<file path="config.mk">
export PLATFORM = sky130hd
export DESIGN_NAME = mult_dispatcher
export DESIGN_NICKNAME = d
export VERILOG_FILES = /design/src/rtl/mult_dispatcher_pkg.sv /design/src/rtl/mult_dispatcher_sync_fifo.sv /design/src/rtl/mult_dispatcher.sv
export SDC_FILE = /design/constraint.sdc
export NUM_CORES = 1
export LEC_CHECK = 0
export BUFFER_PORTS_ARGS = -buffer_cell sky130_fd_sc_hd__buf_4
export CORE_MARGIN = 5
export CORE_UTILIZATION = 50
export DETAILED_ROUTE_END_ITERATION = 8
export PLACE_DENSITY = 0.69
export SLEW_MARGIN = 20
export SYNTH_ARGS = -nofsm -noshare
export SYNTH_HDL_FRONTEND = slang
export SYNTH_SLANG_ARGS = --single-unit
</file>
<file path="constraint.sdc">
create_clock -name CLOCK -period 3.39 [get_ports CLOCK]
set_input_delay 0.339 -clock CLOCK [delete_from_list [all_inputs] [get_ports CLOCK]]
set_output_delay 0.339 -clock CLOCK [all_outputs]
set_load 0.05 [all_outputs]
</file>
<file path="src/rtl/mult_dispatcher_pkg.sv">
// Shared types for the multiplier dispatcher: FSM states and the queued operand pair.
package mult_pkg;

  localparam int TAMANO_DEF = 8;

  typedef enum logic [2:0] {IDLE, ISSUE, ARM, WAIT} disp_state_t;

  typedef struct packed {
    logic [TAMANO_DEF-1:0] A;
    logic [TAMANO_DEF-1:0] B;
  } operand_pair_t;

endpackage

</file>
<file path="src/rtl/mult_dispatcher_sync_fifo.sv">
// Small synchronous FIFO with registered pointers; push is accepted at full only alongside a pop.
module sync_fifo #(
  parameter int WIDTH = 16,
  parameter int DEPTH = 4
) (
  input  logic             clk_i,
  input  logic             reset_i,
  input  logic             push_i,
  input  logic             pop_i,
  input  logic [WIDTH-1:0] din_i,
  output logic [WIDTH-1:0] dout_o,
  output logic             full_o,
  output logic             empty_o
);

  localparam int AW = $clog2(DEPTH);
  localparam int CW = AW + 1;

  logic [WIDTH-1:0] mem_q [DEPTH];
  logic [AW-1:0]    wrPtr_q, wrPtr_d;
  logic [AW-1:0]    rdPtr_q, rdPtr_d;
  logic [CW-1:0]    count_q, count_d;
  logic             doPush, doPop;

  assign full_o  = (count_q == CW'(DEPTH));
  assign empty_o = (count_q == '0);
  assign dout_o  = mem_q[rdPtr_q];
  assign doPush  = push_i && (!full_o || pop_i);
  assign doPop   = pop_i && !empty_o;

  always_comb begin
    wrPtr_d = wrPtr_q;
    rdPtr_d = rdPtr_q;
    count_d = count_q;
    if (doPush) wrPtr_d = wrPtr_q + 1'b1;
    if (doPop)  rdPtr_d = rdPtr_q + 1'b1;
    if (doPush && !doPop)      count_d = count_q + 1'b1;
    else if (!doPush && doPop) count_d = count_q - 1'b1;
  end

  always_ff @(posedge clk_i) begin
    if (reset_i) begin
      wrPtr_q <= '0;
      rdPtr_q <= '0;
      count_q <= '0;
    end else begin
      wrPtr_q <= wrPtr_d;
      rdPtr_q <= rdPtr_d;
      count_q <= count_d;
    end
  end

  // Storage carries no reset; only pointers and occupancy define validity.
  always_ff @(posedge clk_i) begin
    if (doPush) mem_q[wrPtr_q] <= din_i;
  end

endmodule

</file>
<file path="src/rtl/mult_dispatcher.sv">
// Front end for the shift-and-add multiplier: queues operand pairs, runs one job at a time,
// holds the product in a single result slot, and flags jobs that never finish.
module mult_dispatcher
  import mult_pkg::*;
#(
  parameter int tamano     = TAMANO_DEF,
  parameter int FIFO_DEPTH = 4,
  parameter int TIMEOUT    = 64
) (
  input  logic                CLOCK,
  input  logic                RESET,
  input  logic                IN_VALID,
  output logic                IN_READY,
  input  logic [tamano-1:0]   IN_A,
  input  logic [tamano-1:0]   IN_B,
  output logic [tamano-1:0]   MULT_A,
  output logic [tamano-1:0]   MULT_B,
  output logic                MULT_START,
  input  logic                MULT_END,
  input  logic [2*tamano-1:0] MULT_S,
  output logic                OUT_VALID,
  input  logic                OUT_READY,
  output logic [2*tamano-1:0] OUT_S,
  output logic                ERR,
  output logic [7:0]          JOB_CNT
);

  localparam int PAIR_W = 2 * tamano;
  localparam int TMR_W  = $clog2(TIMEOUT + 1);
  localparam logic [TMR_W-1:0] TIMER_LAST = TMR_W'(TIMEOUT - 1);

  disp_state_t         state_q, state_d;
  logic [tamano-1:0]   opA_q, opA_d, opB_q, opB_d;
  logic [TMR_W-1:0]    timer_q, timer_d;
  logic                outValid_q, outValid_d;
  logic [PAIR_W-1:0]   outS_q, outS_d;
  logic                err_q, err_d;
  logic [7:0]          jobCnt_q, jobCnt_d;
  logic                fifoFull, fifoEmpty, fifoPop;
  logic [PAIR_W-1:0]   fifoDout;

  sync_fifo #(.WIDTH(PAIR_W), .DEPTH(FIFO_DEPTH)) uFifo (
    .clk_i   (CLOCK),
    .reset_i (RESET),
    .push_i  (IN_VALID && IN_READY),
    .pop_i   (fifoPop),
    .din_i   ({IN_A, IN_B}),
    .dout_o  (fifoDout),
    .full_o  (fifoFull),
    .empty_o (fifoEmpty)
  );

  assign IN_READY   = !fifoFull;
  assign MULT_A     = opA_q;
  assign MULT_B     = opB_q;
  assign MULT_START = (state_q == ISSUE);
  assign OUT_VALID  = outValid_q;
  assign OUT_S      = outS_q;
  assign ERR        = err_q;
  assign JOB_CNT    = jobCnt_q;

  // Timer reads 0 in ISSUE and k in the k-th cycle after START; a job still waiting when
  // it would reach TIMEOUT is dropped. ARM exists to skip a stale END from the last job.
  always_comb begin
    state_d    = state_q;
    opA_d      = opA_q;
    opB_d      = opB_q;
    timer_d    = timer_q;
    outValid_d = outValid_q && !OUT_READY;
    outS_d     = outS_q;
    err_d      = err_q;
    jobCnt_d   = jobCnt_q;
    fifoPop    = 1'b0;
    case (state_q)
      IDLE: begin
        timer_d = '0;
        if (!fifoEmpty && !outValid_q) begin
          fifoPop = 1'b1;
          opA_d   = fifoDout[PAIR_W-1:tamano];
          opB_d   = fifoDout[tamano-1:0];
          state_d = ISSUE;
        end
      end
      ISSUE: begin
        timer_d = timer_q + 1'b1;
        state_d = ARM;
      end
      ARM: begin
        timer_d = timer_q + 1'b1;
        state_d = WAIT;
      end
      WAIT: begin
        timer_d = timer_q + 1'b1;
        if (MULT_END) begin
          outS_d     = MULT_S;
          outValid_d = 1'b1;
          jobCnt_d   = jobCnt_q + 8'd1;
          state_d    = IDLE;
        end else if (timer_q == TIMER_LAST) begin
          err_d   = 1'b1;
          state_d = IDLE;
        end
      end
      default: state_d = IDLE;
    endcase
  end

  always_ff @(posedge CLOCK) begin
    if (RESET) begin
      state_q    <= IDLE;
      opA_q      <= '0;
      opB_q      <= '0;
      timer_q    <= '0;
      outValid_q <= 1'b0;
      outS_q     <= '0;
      err_q      <= 1'b0;
      jobCnt_q   <= '0;
    end else begin
      state_q    <= state_d;
      opA_q      <= opA_d;
      opB_q      <= opB_d;
      timer_q    <= timer_d;
      outValid_q <= outValid_d;
      outS_q     <= outS_d;
      err_q      <= err_d;
      jobCnt_q   <= jobCnt_d;
    end
  end

endmodule
</file>
After elaboration in Yosys (flattened, before gate mapping):

Memories as Yosys holds them, arrays and structs flattened. A register that Yosys moved wholly into a read port is not among the register bits.
Cells that the tools add are included.

* register bits: 43
* memory bits (writable): 64
* input port bits: 37
* output and inout port bits: 44
* word-level logic and storage cells: 60
* memories kept: 1

* add/sub/neg operators: 6
* equal/unequal tests: 7
* muxes and demuxes: 13
* bitwise operators: 1
* reduce and logical (&&, ||, !) cells: 23

Memory list
* uFifo.mem_q: words 4, bits a word 16, read ports 1, clocked after memory_dff 1, write ports 1, line mult_dispatcher_sync_fifo.sv:19 `logic [WIDTH-1:0] mem_q [DEPTH];`

Operators by type and width (number)
* 3-bit 2-to-1 mux: 5
* 7-bit case mux with 2 select lines: 1
* 3-bit case mux with 4 select lines: 1
* 8-bit by 1-bit adder with 8-bit output, second input constant: 1
* 7-bit by 1-bit adder with 7-bit output, second input constant: 1
* 7-bit by 6-bit == test with 1-bit output, second input constant: 1
* 1-bit logical AND: 7
* 3-bit by 2-bit == test with 1-bit output, second input constant: 2
* 1-bit logical NOT: 6
* 3-bit logical NOT: 2
* 1-bit 2-to-1 mux: 6
* 2-bit AND reduction: 3
* 2-bit by 1-bit adder with 2-bit output, second input constant: 2
* 2-bit nonzero test: 2
* 3-bit by 1-bit adder with 3-bit output, second input constant: 1
* 3-bit by 1-bit == test with 1-bit output, second input constant: 1
* 3-bit == test, second input constant: 1
* 3-bit inequality test, second input constant: 1
* 3-bit AND reduction: 1
* 3-bit OR reduction: 1
* 3-bit by 1-bit subtractor with 3-bit output, second input constant: 1
* 2-bit inequality test, second input constant: 1
* 1-bit logical OR: 1
* 1-bit inverter: 1

Longest topological paths before layout:

* word-level depth: 11
* mapped depth: 11

Cells and area by module:

A second synthesis with hierarchy kept.

* cell total of the unflattened synthesis: 367
* area, all modules: 4817.1 um^2

By module, submodules not included
* sync_fifo: instances 1, cells each 132, area an instance 2859.0 um^2, sequential area each 2102.0 um^2
* mult_dispatcher: instances 1, cells each 235, area an instance 1958.1 um^2, sequential area each 1021.0 um^2

Worst setup path after synthesis:

Ideal clock, no wire load.

* kind: reg2reg
* start point: register outValid_q (netlist: OUT_VALID)
* end point: register uFifo.count_q[2]
* setup time: 0.072 ns
* arrival time: 2.224 ns
* data required time: 3.318 ns
* path slack: 1.093 ns
* stages on the path, launching flop included: 11
* path buffers: 1
* clock period less this slack: 2.297 ns
* cell sequence: dfxtp_1 inv_1 and3_4 inv_6 buf_12 ha_1 inv_1 fa_1 xor2_1 or3_1 a21oi_1

* word-level cells in the longest chain between the ends: 9
* elaborated cells on any way between the ends: 13
* classes of those cells: mux: 3; reduce/logical: 10

Ends and longest elaborated chain
* start, declared: line mult_dispatcher.sv:35 `logic outValid_q, outValid_d;`
* start signal, assigned: line mult_dispatcher.sv:123 `outValid_q <= outValid_d;`
* 1-bit logical NOT *: line mult_dispatcher.sv:77 `if (!fifoEmpty && !outValid_q) begin`
* 1-bit logical AND *: line mult_dispatcher.sv:77
* 1-bit 2-to-1 mux *: line mult_dispatcher.sv:77
* 1-bit 2-to-1 mux *: line mult_dispatcher.sv:74 `case (state_q)`
* 1-bit logical OR: line mult_dispatcher_sync_fifo.sv:28 `assign doPush = push_i && (!full_o || pop_i);`
* 1-bit logical AND: line mult_dispatcher_sync_fifo.sv:28
* 1-bit logical NOT: line mult_dispatcher_sync_fifo.sv:38 `else if (!doPush && doPop) count_d = count_q - 1'b1;`
* 1-bit logical AND: line mult_dispatcher_sync_fifo.sv:38
* 2-bit nonzero test (no source line)
* end signal, assigned: line mult_dispatcher_sync_fifo.sv:49 `count_q <= count_d;`
* end, declared: line mult_dispatcher_sync_fifo.sv:22 `logic [CW-1:0] count_q, count_d;`

Mark *: on every way between the ends. The rest lies on a longest branch, timed or not.
A chain may end at the register's enable or synchronous reset.

Final worst setup path:

* start point: register state_q[0]
* end point: register uFifo.count_q[2]

* word-level cells in the longest chain between the ends: 7
* elaborated cells on any way between the ends: 11
* classes of those cells: mux: 2; reduce/logical: 9

Ends and longest elaborated chain
* start, declared: line mult_dispatcher.sv:32 `disp_state_t state_q, state_d;`
* start signal, assigned: line mult_dispatcher.sv:119 `state_q <= state_d;`
* 3-bit logical NOT *: line mult_dispatcher.sv:74
* 1-bit 2-to-1 mux *: line mult_dispatcher.sv:74
* 1-bit logical OR: line mult_dispatcher_sync_fifo.sv:28
* 1-bit logical AND: line mult_dispatcher_sync_fifo.sv:28
* 1-bit logical NOT: line mult_dispatcher_sync_fifo.sv:38
* 1-bit logical AND: line mult_dispatcher_sync_fifo.sv:38
* 2-bit nonzero test (no source line)

Marked as above.

==> results.sh <==
export IMPL_holdPathStages=1
export IMPL_area_growth_pct=26.5
export IMPL_holdWs_ns=0.0326
export IMPL_core_area_um2=9280
export IMPL_num_antenna_cells=0
export IMPL_synth_area_leader_cell="edfxtp_1"
export IMPL_dr_pass1_iters=4
export IMPL_clk_pin_slew_ns=0.06
export IMPL_yosysWarnings=0
export IMPL_busiest_layer="met2"
export IMPL_htree_num_levels=4
export IMPL_die_area_um2=11700
export IMPL_tns_ns=0
export IMPL_drc=0
export IMPL_holdCritStartpoint="IN_A[3]"
export IMPL_use_met1_pct=20.9
export IMPL_cts_buffers=17
export IMPL_ys_seq_area_share_pct=64.2
export IMPL_yosys_top_cells_area="edfxtp_1 40%, dfxtp_1 24%, mux4_2 7.5%, nand2_1 5.7%, a21oi_1 3.3%"
export IMPL_synth_edf_count=64
export IMPL_required_ns=3.82
export IMPL_fmax_mhz=399
export IMPL_min_path_type="in -> reg"
export IMPL_crit_fanout=20
export IMPL_p_leak_nw=2.27
export IMPL_fp_dieH_um=108
export IMPL_drt_total_wl_mm=9.41
export IMPL_cp_end_kind="flip-flop"
export IMPL_drv_slew=0
export IMPL_setup_viol=0
export IMPL_period_share_pct=73.9
export IMPL_path_class="reg -> reg"
export IMPL_grt_use_met2_pct=27.4
export IMPL_cp_start_kind="flip-flop"
export IMPL_gr_usage_all_layers_pct=16.7
export IMPL_synth_top_flop_cell="edfxtp_1"
export IMPL_ys_seq_elements=122
export IMPL_async_reset_ff_share_pct=0
export IMPL_synth_top_area_share_pct=40.0
export IMPL_maxCapViolCount=0
export IMPL_finalCriticalPeriod_ns=2.50
export IMPL_cts_tree="yes"
export IMPL_finalHoldViolCount=0
export IMPL_place_port_buffers=80
export IMPL_grt_max_degree=60
export IMPL_ctsHoldBuffers=0
export IMPL_clk_latency_ns=0.50
export IMPL_cts_sinks=122
export IMPL_wire_per_inst_um=15.7
export IMPL_place_gp_congestion=0.736
export IMPL_num_nets_final=506
export IMPL_netlist_area_um2=4800
export IMPL_grt_pass1_wl_mm=14.8
export IMPL_worstMarginPinSlew_ns=0.875
export IMPL_num_vias=3062
export IMPL_ioPinCount=81
export IMPL_drt_iter0_drc=151
export IMPL_antenna_found_initial=0
export IMPL_dpl_hpwl_mm=6.14
export IMPL_rsz0062_at_grt="no"
export IMPL_setup_worst_path_start="state_q[0]"
export IMPL_status="complete, no violations"
export IMPL_clock_root_buffer="clkbuf_8"
export IMPL_power_density_nw_per_um2=863
export IMPL_reg2reg_depth=10
export IMPL_grtUsageMet3_pct=4.72
export IMPL_layout_drive_gt1_share_pct=30.3
export IMPL_ctsResizeCount=0
export IMPL_peakVddDrop_v=0.000456
export IMPL_initial_core_util_pct=51.7
export IMPL_post_cts_buffers=0
export IMPL_synthCells=374
export IMPL_cts_buffer_depth=2
export IMPL_r2r_slack_ns=0.89
export IMPL_drtAntennaViolNets=0
export IMPL_die_w_um=108
export IMPL_row_count=35
export IMPL_syn_area_per_cell_um2=12.8
export IMPL_skew_ns=0.00628
export IMPL_syn_nets=424
export IMPL_arrival_ns=2.93
export IMPL_relSlewSlack_pct=41.6
export IMPL_grt_overflow_total=0
export IMPL_grt_pass1_vias=3068
export IMPL_reg2reg_from="state_q[0]"
export IMPL_synth_cell_types=42
export IMPL_vias_per_cell=5.12
Yosys cell counts, types with 6 or more instances:
master    number
ha_1          12
nor3_1         6
clkbuf_1       7
dfxtp_1       58
edfxtp_1      64
nor2_1        22
nand2_1       73
a21oi_1       32
xor2_1         8
mux4_2        16
inv_1          7
a21oi_2        9
cells by family after synthesis:
| logic type | count (synthesis) | share of synthesized area [%] |
|---|---|---|
| compound gates | 58 | 7.79 |
| fa+ha+maj | 13 | 3.55 |
| buf+inv | 26 | 3.10 |
| simple gates | 126 | 11.4 |
| flops | 122 | 64.2 |
| mux | 18 | 7.93 |
| xor+xnor | 11 | 2.01 |
registers in the layout (all words and copies together) (netlist names):
register	cells
state_q	2
uFifo.count_q	3
JOB_CNT	8
ERR	1
MULT_B	8
MULT_A	8
uFifo.rdPtr_q	2
OUT_S	16
uFifo.wrPtr_q	2
timer_q	7
uFifo.mem_q	64
OUT_VALID	1
path summary, 6_finish.rpt:
check                                     endpoint
worst max register to register    uFifo.count_q[2]
worst min register to register            OUT_S[7]
worst min-delay path            uFifo.mem_q[0][11]
worst max-delay path              uFifo.count_q[2]
area by class of cell:
cell class | count | area, µm²
Clock inverter | 11 | 169
Timing Repair Buffer | 81 | 608
Tap cell | 129 | 161
Inverter | 8 | 35.0
Sequential cell | 122 | 3080
Multi-Input combinational cell | 226 | 1570
Clock buffer | 21 | 449
Fill cell | 715 | 3210
through the flow:
step           worst slack (ns)  power, mW  std cells  area (µm²)  utilization [%]
6_report                  0.885       5.24        598        6070             65.4
5_1_grt                   0.675       5.50        598        6070             65.4
4_1_cts                   0.861       5.29        598        6070             65.4
3_5_place_dp              0.899       3.43        566        5460             58.8
3_3_place_gp              0.966       3.38        566        5460             58.8
2_1_floorplan              1.09       3.11        374        4800                -
critical path: stages, from the launching register on:
cell,delay (ns)
dfxtp_1,0.39
inv_1,0.10
ha_1,0.25
and3_4,0.28
inv_6,0.16
ha_1,0.21
inv_1,0.06
fa_1,0.38
xor2_1,0.16
or3_1,0.31
a21oi_1,0.13
per-layer routing:
layer	share of wire [%]	wire length (µm)
met5	0	0
met4	1.2	109
met3	5.6	527
met2	49	4590
met1	44	4180
cells in the final DEF, fill, tap and decap left out, drive strengths merged, types with 2 or more instances in the layout:
cell type and count:
buf 81, edfxtp 64, nand2b 3, xnor2 3, inv 9, mux2i 2
dfxtp 58, nand3 2, nand4 4, nor2b 2, and3 5, clkbuf 21
ha 12, nor2 22, clkinv 2, nor3 6, clkinvlp 4, a211oi 3
or3 2, xor2 8, and2 5, mux4 16, nand2 74, a21oi 41
o21ai 5, bufinv 4
power by group:
group          internal [mW]  total, mW  switching, mW
Sequential              1.77       1.92          0.147
Clock                   1.23       1.86          0.623
Combinational          0.556       1.47          0.915
(Power assumes the default switching activity.)
